## src/rtl/dpram_portb_arb_if.sv

```systemverilog
// dpram_portb_arb_if: one requester's view of the shared RAM port B.
// Ports: req/we/wem/addr/wdata toward the arbiter, gnt/rvalid/rdata back.
interface dpram_portb_arb_if #(
   parameter int ADDR_W = 11
);
   logic              req;
   logic              we;
   logic [3:0]        wem;
   logic [ADDR_W-1:0] addr;
   logic [31:0]       wdata;
   logic              gnt;
   logic              rvalid;
   logic [31:0]       rdata;

   modport master (
      output req, we, wem, addr, wdata,
      input  gnt, rvalid, rdata
   );

   modport slave (
      input  req, we, wem, addr, wdata,
      output gnt, rvalid, rdata
   );
endinterface

```

## src/rtl/dpram_portb_arb.sv

```systemverilog
// dpram_portb_arb: shares dual-port RAM port B between m0 (LSU) and m1 (bus).
// Ports: clk, rst (async, active-high), m0/m1 requester interfaces (slave
// modport), ram_addrb/dinb/web/wemb/enb to the RAM, ram_doutb from it.
// Macro DPRAM_ARB_RR_EN selects round-robin; otherwise fixed priority to m0
// with a starvation override for m1 after STARVE_LIM waiting cycles.
module dpram_portb_arb #(
   parameter int ADDR_W     = 11,
   parameter int STARVE_LIM = 8
) (
   input  logic              clk,
   input  logic              rst,
   dpram_portb_arb_if.slave  m0,
   dpram_portb_arb_if.slave  m1,
   output logic [ADDR_W-1:0] ram_addrb,
   output logic [31:0]       ram_dinb,
   output logic              ram_web,
   output logic [3:0]        ram_wemb,
   output logic              ram_enb,
   input  logic [31:0]       ram_doutb
);

   logic win1;
   logic gnt0;
   logic gnt1;
   logic any_gnt;
   logic win_we;
   logic resp_vld;
   logic resp_id;
   logic resp_rd;

`ifdef DPRAM_ARB_RR_EN
   logic last_win;

   // On contention the port goes to whoever did not win last time.
   assign win1 = m1.req && (!m0.req || !last_win);

   always_ff @(posedge clk or posedge rst) begin
      if (rst) begin
         last_win <= 1'b1;
      end else if (any_gnt) begin
         last_win <= gnt1;
      end
   end
`else
   logic [7:0] starve_cnt;

   assign win1 = m1.req && (!m0.req || starve_cnt == 8'(STARVE_LIM));

   // Counts consecutive cycles m1 has been kept waiting.
   always_ff @(posedge clk or posedge rst) begin
      if (rst) begin
         starve_cnt <= 8'd0;
      end else if (m1.req && !gnt1) begin
         starve_cnt <= starve_cnt + 8'd1;
      end else begin
         starve_cnt <= 8'd0;
      end
   end
`endif

   assign gnt1    = !rst && win1;
   assign gnt0    = !rst && m0.req && !win1;
   assign any_gnt = gnt0 || gnt1;
   assign win_we  = gnt1 ? m1.we : m0.we;

   assign m0.gnt = gnt0;
   assign m1.gnt = gnt1;

   always_comb begin
      ram_enb   = 1'b0;
      ram_web   = 1'b0;
      ram_wemb  = 4'b0000;
      ram_addrb = '0;
      ram_dinb  = 32'h0;
      if (gnt1) begin
         ram_enb   = 1'b1;
         ram_web   = m1.we;
         ram_wemb  = m1.we ? m1.wem : 4'b0000;
         ram_addrb = m1.addr;
         ram_dinb  = m1.wdata;
      end else if (gnt0) begin
         ram_enb   = 1'b1;
         ram_web   = m0.we;
         ram_wemb  = m0.we ? m0.wem : 4'b0000;
         ram_addrb = m0.addr;
         ram_dinb  = m0.wdata;
      end
   end

   // Response stage lines up with the RAM's registered read data.
   always_ff @(posedge clk or posedge rst) begin
      if (rst) begin
         resp_vld <= 1'b0;
         resp_id  <= 1'b0;
         resp_rd  <= 1'b0;
      end else begin
         resp_vld <= any_gnt;
         resp_id  <= gnt1;
         resp_rd  <= any_gnt && !win_we;
      end
   end

   assign m0.rvalid = resp_vld && !resp_id;
   assign m1.rvalid = resp_vld && resp_id;
   assign m0.rdata  = (m0.rvalid && resp_rd) ? ram_doutb : 32'h0;
   assign m1.rdata  = (m1.rvalid && resp_rd) ? ram_doutb : 32'h0;

endmodule

```

## src/flat_wrapper.sv

```systemverilog
// flat-port wrapper written by rule: the top's interface ports become plain ports
module dpram_portb_arb_flat 
#(
   parameter int ADDR_W     = 11,
   parameter int STARVE_LIM = 8
)
  (clk, rst, ram_addrb, ram_dinb, ram_web, ram_wemb, ram_enb, ram_doutb, m0_req, m0_we, m0_wem, m0_addr, m0_wdata, m0_gnt, m0_rvalid, m0_rdata, m1_req, m1_we, m1_wem, m1_addr, m1_wdata, m1_gnt, m1_rvalid, m1_rdata);
  dpram_portb_arb_if #(.ADDR_W(ADDR_W)) m0_i ();
  dpram_portb_arb_if #(.ADDR_W(ADDR_W)) m1_i ();
  input  logic clk;
  input  logic rst;
  output logic [ADDR_W-1:0] ram_addrb;
  output logic [31:0] ram_dinb;
  output logic ram_web;
  output logic [3:0] ram_wemb;
  output logic ram_enb;
  input  logic [31:0] ram_doutb;
  input wire logic [$bits(m0_i.req)-1:0] m0_req;
  input wire logic [$bits(m0_i.we)-1:0] m0_we;
  input wire logic [$bits(m0_i.wem)-1:0] m0_wem;
  input wire logic [$bits(m0_i.addr)-1:0] m0_addr;
  input wire logic [$bits(m0_i.wdata)-1:0] m0_wdata;
  output wire logic [$bits(m0_i.gnt)-1:0] m0_gnt;
  output wire logic [$bits(m0_i.rvalid)-1:0] m0_rvalid;
  output wire logic [$bits(m0_i.rdata)-1:0] m0_rdata;
  input wire logic [$bits(m1_i.req)-1:0] m1_req;
  input wire logic [$bits(m1_i.we)-1:0] m1_we;
  input wire logic [$bits(m1_i.wem)-1:0] m1_wem;
  input wire logic [$bits(m1_i.addr)-1:0] m1_addr;
  input wire logic [$bits(m1_i.wdata)-1:0] m1_wdata;
  output wire logic [$bits(m1_i.gnt)-1:0] m1_gnt;
  output wire logic [$bits(m1_i.rvalid)-1:0] m1_rvalid;
  output wire logic [$bits(m1_i.rdata)-1:0] m1_rdata;
  assign m0_i.req = m0_req;
  assign m0_i.we = m0_we;
  assign m0_i.wem = m0_wem;
  assign m0_i.addr = m0_addr;
  assign m0_i.wdata = m0_wdata;
  assign m0_gnt = m0_i.gnt;
  assign m0_rvalid = m0_i.rvalid;
  assign m0_rdata = m0_i.rdata;
  assign m1_i.req = m1_req;
  assign m1_i.we = m1_we;
  assign m1_i.wem = m1_wem;
  assign m1_i.addr = m1_addr;
  assign m1_i.wdata = m1_wdata;
  assign m1_gnt = m1_i.gnt;
  assign m1_rvalid = m1_i.rvalid;
  assign m1_rdata = m1_i.rdata;
  dpram_portb_arb #(.ADDR_W(ADDR_W), .STARVE_LIM(STARVE_LIM)) u_core (.clk(clk), .rst(rst), .m0(m0_i), .m1(m1_i), .ram_addrb(ram_addrb), .ram_dinb(ram_dinb), .ram_web(ram_web), .ram_wemb(ram_wemb), .ram_enb(ram_enb), .ram_doutb(ram_doutb));
endmodule
```

## config.mk

```make
export PLATFORM = sky130hd
export DESIGN_NAME = dpram_portb_arb_flat
export DESIGN_NICKNAME = d
export VERILOG_FILES = /design/src/rtl/dpram_portb_arb_if.sv /design/src/rtl/dpram_portb_arb.sv /design/src/flat_wrapper.sv
export SDC_FILE = /design/constraint.sdc
export NUM_CORES = 1
export LEC_CHECK = 0
export CORE_AREA = 2 2 96 98
export CTS_BUF_LIST = sky130_fd_sc_hd__clkbuf_8
export CTS_CLUSTER_DIAMETER = 120
export DETAILED_ROUTE_END_ITERATION = 6
export DIE_AREA = 0 0 98 100
export GPL_TIMING_DRIVEN = 0
export PLACE_DENSITY = 0.74
export SYNTH_ARGS = -nofsm -noshare
export SYNTH_HDL_FRONTEND = slang
export SYNTH_SLANG_ARGS = --single-unit
```

## constraint.sdc

```tcl
create_clock -name clk -period 1.93 [get_ports clk]
set_input_delay 0.386 -clock clk [delete_from_list [all_inputs] [get_ports clk]]
set_output_delay 0.386 -clock clk [all_outputs]
set_load 0.005 [all_outputs]
```

* After elaboration in Yosys (flattened, before gate mapping)
Index checks and enable logic that the tools add are counted.
Storage, ports and cells: register bits 11, input bits 132, output and inout bits 117, word-level logic and storage cells 40
Cells by class: $add $sub $neg 1, equal/unequal tests 1, mux-type cells 16, reductions and logical operators 18
Operators with widths (number):
- $mux W32 | 4
- $mux W11 | 2
- $mux W4 | 4
- $logic_and A1 B1 Y1 | 10
- $add A8 B1 Y8 const B | 1
- $eq A8 B4 Y1 const B | 1
- $mux W8 | 1
- $logic_not A1 Y1 | 6
- $mux W1 | 5
- $logic_or A1 B1 Y1 | 2

* Logic depth before layout (Yosys ltp)
Gate-level depths: netlist of run 1.
word-level depth 7, depth in mapped cells 7, mapped depth without buffers 5

* Worst setup path after synthesis of run 1
No wires, ideal clock.
path type reg2out, start register u_core.starve_cnt[0], end output ram_addrb[1], arrival 1.729 ns, data required time 1.544 ns, path slack -0.185 ns, cell stages (with the launch flop) 8, path buffers 2, cells stage by stage dfrtp_1 > inv_1 > ha_1 > or4b_4 > o21a_1 > buf_6 > buf_6 > a32o_1
Between the ends: cells in the longest elaborated chain, start to end 7, elaborated cells on any way between the ends 8, those cells by class 1 x eq/ne; 2 x mux; 5 x reduce/logical
Ends and longest elaborated chain:
- start: declaration | RTL line dpram_portb_arb.sv:45 | logic [7:0] starve_cnt;
- start signal: assignment | RTL line dpram_portb_arb.sv:54 | starve_cnt <= starve_cnt + 8'd1;
- $eq A8 B4 Y1 | RTL line dpram_portb_arb.sv:47 | assign win1 = m1.req && (!m0.req || starve_cnt == 8'(STARVE_LIM));
- $logic_or A1 B1 Y1 | RTL line dpram_portb_arb.sv:47
- $logic_and A1 B1 Y1 | RTL line dpram_portb_arb.sv:47
- $logic_not A1 Y1 | RTL line dpram_portb_arb.sv:62 | assign gnt0 = !rst && m0.req && !win1;
- $logic_and A1 B1 Y1 | RTL line dpram_portb_arb.sv:62
- net m0_gnt | RTL line flat_wrapper.sv:23 | output wire logic [$bits(m0_i.gnt)-1:0] m0_gnt;
- $mux W11 | RTL line dpram_portb_arb.sv:81 | end else if (gnt0) begin
- $mux W11 | RTL line dpram_portb_arb.sv:75 | if (gnt1) begin
- end: declaration | RTL line flat_wrapper.sv:12 | output logic [ADDR_W-1:0] ram_addrb;
The timed path passes the listed nets, and every way through them passes these cells.

* Worst setup path after layout of run 1
start register u_core.starve_cnt[1], end output ram_dinb[15]
Between the ends: cells in the longest elaborated chain, start to end 7, elaborated cells on any way between the ends 8, those cells by class 1 x eq/ne; 2 x mux; 5 x reduce/logical
Ends and longest elaborated chain:
- $eq A8 B4 Y1 (*) | RTL line dpram_portb_arb.sv:47
- $logic_or A1 B1 Y1 (*) | RTL line dpram_portb_arb.sv:47
- $logic_and A1 B1 Y1 (*) | RTL line dpram_portb_arb.sv:47
- $logic_not A1 Y1 | RTL line dpram_portb_arb.sv:62
- $logic_and A1 B1 Y1 | RTL line dpram_portb_arb.sv:62
- $mux W32 | RTL line dpram_portb_arb.sv:81
- $mux W32 (*) | RTL line dpram_portb_arb.sv:75
- end: declaration | RTL line flat_wrapper.sv:13 | output logic [31:0] ram_dinb;
Mark *: on every way between the ends. The rest lies on a longest branch, timed or not.

==> out/qor.yml, run 1 <==
run_status: "finished with violations"
violations: "negative setup slack"
peakVddDrop_mv: 0.2698
drt_wl_total_microns: 9930
place_ws_ps: -1163
cp_slowest_stage_delay_ps: 500
cts_max_path_buffers: 2
netlist_top_cells_area: "a32o_1 30%, and2_1 26%, dfrtp_1 17%, buf_6 3.5%, clkbuf_1 2.6%"
antenna_found_initial: 0
seq_area_frac_synth: 0.1734
finalHoldViolCount: 0
die_x_microns: 98
numCtsBuffers: 3
syn2layout_area_growth_pct: 182.2
std_cell_rows: 35
finalSetupViolations: 54
via_per_inst: 4.551
post-dp-hpwl_microns: 7653
finClkSkew_ps: 1.057
drt_iter0_markers: 80
root_buffer: "clkbuf_8"
routedWlPerCell_microns: 16.50
worstSetupPathType: "flip-flop to output port"
rsz0062_at_grt: "true"
synth_warnings: 0
maxSlewViolCount: 0
fin_nets: 626
final_cell_mix: "130 x clkdlybuf4s50_1, 58 x and2_1, 57 x buf_2"
drive_above_1_share: 0.3625
grt_max_degree: 12
cp.required_ps: 1540
cp_slowest_cell: "or4b_4"
slew-limit-headroom: 0.6903
cts_tree: "done"
start_util: 0.1786
synth_cell_types: 27
cts-hold-fix-buffers: 0
n_antenna_cell: 0
drv_cap: 0
power_leakage_uw: 0.002175
worstSetupStartpointType: "flip-flop"
max_freq_ghz: 0.3909
grt_usage: 0.1845
overflow: 0
fin_crit_ps: 2558
fin_setup_tns_ps: -29400
dr.pass1.iters: 4
synth_top_cell_area_share: 0.3026
port_buffers: 248
cp_max_fo: 5
dpl_cell_area_sq_um: 4218
grt_pass1_wl_microns: 14920
finalCritPeriodShare: 1.325
synth_fp_nets: 328
cp_cell_sequence: "inv_1 > ha_2 > or4b_4 > o21a_4 > buf_6 > buf_6 > a32o_1 > buf_2"
vias: 2740
core-area_sq_um: 8890
netlist_area_sq_um: 1588
crit_path_end_kind: "output port"
layout_commonest_cell: "clkdlybuf4s50_1"
clk_pin_slew_ps: 50
antenna_left: 0
power.density_nw_per_um2: 257.1
grt_pass1_vias: 2800
dieArea_sq_um: 9800
path_common_cell: "buf_6"
arrival_ps: 2170
worst_pin_slew_ps: 464.5
n_fill_cell: 862
synth_cells: 194
setup_slack_ps: -628.0
ys_seq_elements: 11
worst_skew_pair.late_latency_ps: 240
avgSynthCellArea_sq_um: 8.184
design_area_sq_um: 4481
io-pin-count: 249
hold_path_class: "input pin to asynchronous set/reset pin"
clock_sinks: 11
place_congestion: 0.8427
drc: 0
htreeDepth: 1
die_h_microns: 100
synth_top_cell_by_area: "a32o_1"
sequential cells by signal, indices dropped and copies added, names as in the netlist:
register and flops:
u_core.resp_id 1, u_core.resp_rd 1, u_core.resp_vld 1, u_core.starve_cnt 8
layout make-up:
class                           count  area [sq um]  share of cell area
Timing Repair Buffer              295          2546              0.5683
Sequential cell                    11         275.3             0.06144
Inverter                            7         26.28            0.005864
Clock buffer                        3         41.29            0.009215
Clock inverter                      1         3.754           0.0008378
Buffer                             19         207.7             0.04636
Tap cell                          111         138.9             0.03100
Multi-Input combinational cell    155          1241              0.2770
per-stage QoR:
stage / hold WS [ps] / util / std cells / total power [uW]
after detailed placement: 527.2 / 0.4745 / 553 / 892.3
after global placement: 531.2 / 0.4745 / 553 / 886.2
after global routing: 473.0 / 0.5040 / 602 / 1227
after floorplan: 238.4 / - / 194 / 419.3
after CTS: 439.1 / 0.5020 / 597 / 1134
final: 427.9 / 0.5040 / 602 / 1152
routing by layer:
metal | wire length [microns] | vias up | part of all wire | track usage
met5 | 0 | - | 0 | 0
met4 | 35 | 0 | 0.0035 | 0.01389
met3 | 790 | 4 | 0.080 | 0.05014
met2 | 5056 | 119 | 0.51 | 0.3288
met1 | 4047 | 1286 | 0.41 | 0.2332
li1 | - | 1331 | - | -
where the power goes:
group	switching [uW]	internal, uW	leakage [uW]
logic	230	457	0.00200
registers	5.23	238	0.000149
clock network	82.6	139	0.0000269
cell usage after synthesis, drive strengths merged:
library cell / count
a32o: 48
or3: 3
nand4: 1
and2: 67
inv: 7
xor2: 2
nor2b: 2
clkbuf: 11
nand3: 4
a21oi: 3
and3: 1
buf: 10
o221ai: 1
o211a: 1
o22ai: 1
or4bb: 1
nor2: 8
or4b: 2
nand2: 2
o21ai: 3
o21a: 1
a21o: 1
ha: 2
dfrtp: 11
xnor2: 1
repair_timing:
action                                  in CTS  in global routing
endpoints found under the hold margin        0                  0
resized for setup                          385                 84
setup buffers                               30                  7
endpoints found under the setup margin     124                107
cloned                                      10                  0
pin swaps                                   12                 12
critical path, delay by kind of cell, from the launching register on:
| kind | cells | cell delay [ps] |
|---|---|---|
| and+or+nand+nor | 1 | 500 |
| AOI/OAI and AO/OA | 2 | 450 |
| adders and majority gates | 1 | 150 |
| DFF | 1 | 380 |
| buffers and inverters | 4 | 450 |
worst paths after layout:
check                                     startpoint                   end  slack (ps)  depth (start not counted)
worst max-delay path            u_core.starve_cnt[1]          ram_dinb[15]        -630                          8
worst max register to register  u_core.starve_cnt[1]        u_core.resp_rd          30                          7
worst min register to register  u_core.starve_cnt[7]  u_core.starve_cnt[7]         590                          2
max in group asynchronous                        rst  u_core.starve_cnt[7]        1210                          2
min in group clk                              m0_req       u_core.resp_vld         580                          3
worst min-delay path                             rst  u_core.starve_cnt[3]         430                          2
cell families (layout without fill, tap and decap cells):
group,after synthesis,after routing,share of synthesized area
fa+ha+maj,2,2,0.01576
xor+xnor,3,3,0.01655
compound gates,59,59,0.3507
flops,11,11,0.1734
simple gates,91,91,0.3499
buf+inv,28,325,0.09377
Note: power is estimated with default switching activity, not from simulation.
==> run 2, diff against run 1 <==
--- a/config.mk
+++ b/config.mk
@@ -8,8 +8,10 @@
 export CORE_AREA = 2 2 96 98
 export CTS_BUF_LIST = sky130_fd_sc_hd__clkbuf_8
 export CTS_CLUSTER_DIAMETER = 120
+export CTS_CLUSTER_SIZE = 30
 export DETAILED_ROUTE_END_ITERATION = 6
 export DIE_AREA = 0 0 98 100
+export GPL_ROUTABILITY_DRIVEN = 0
 export GPL_TIMING_DRIVEN = 0
 export PLACE_DENSITY = 0.74
 export SYNTH_ARGS = -nofsm -noshare
==> results of run 2 <==
No change in the layout: final DEF, timing and power equal those of run 1.
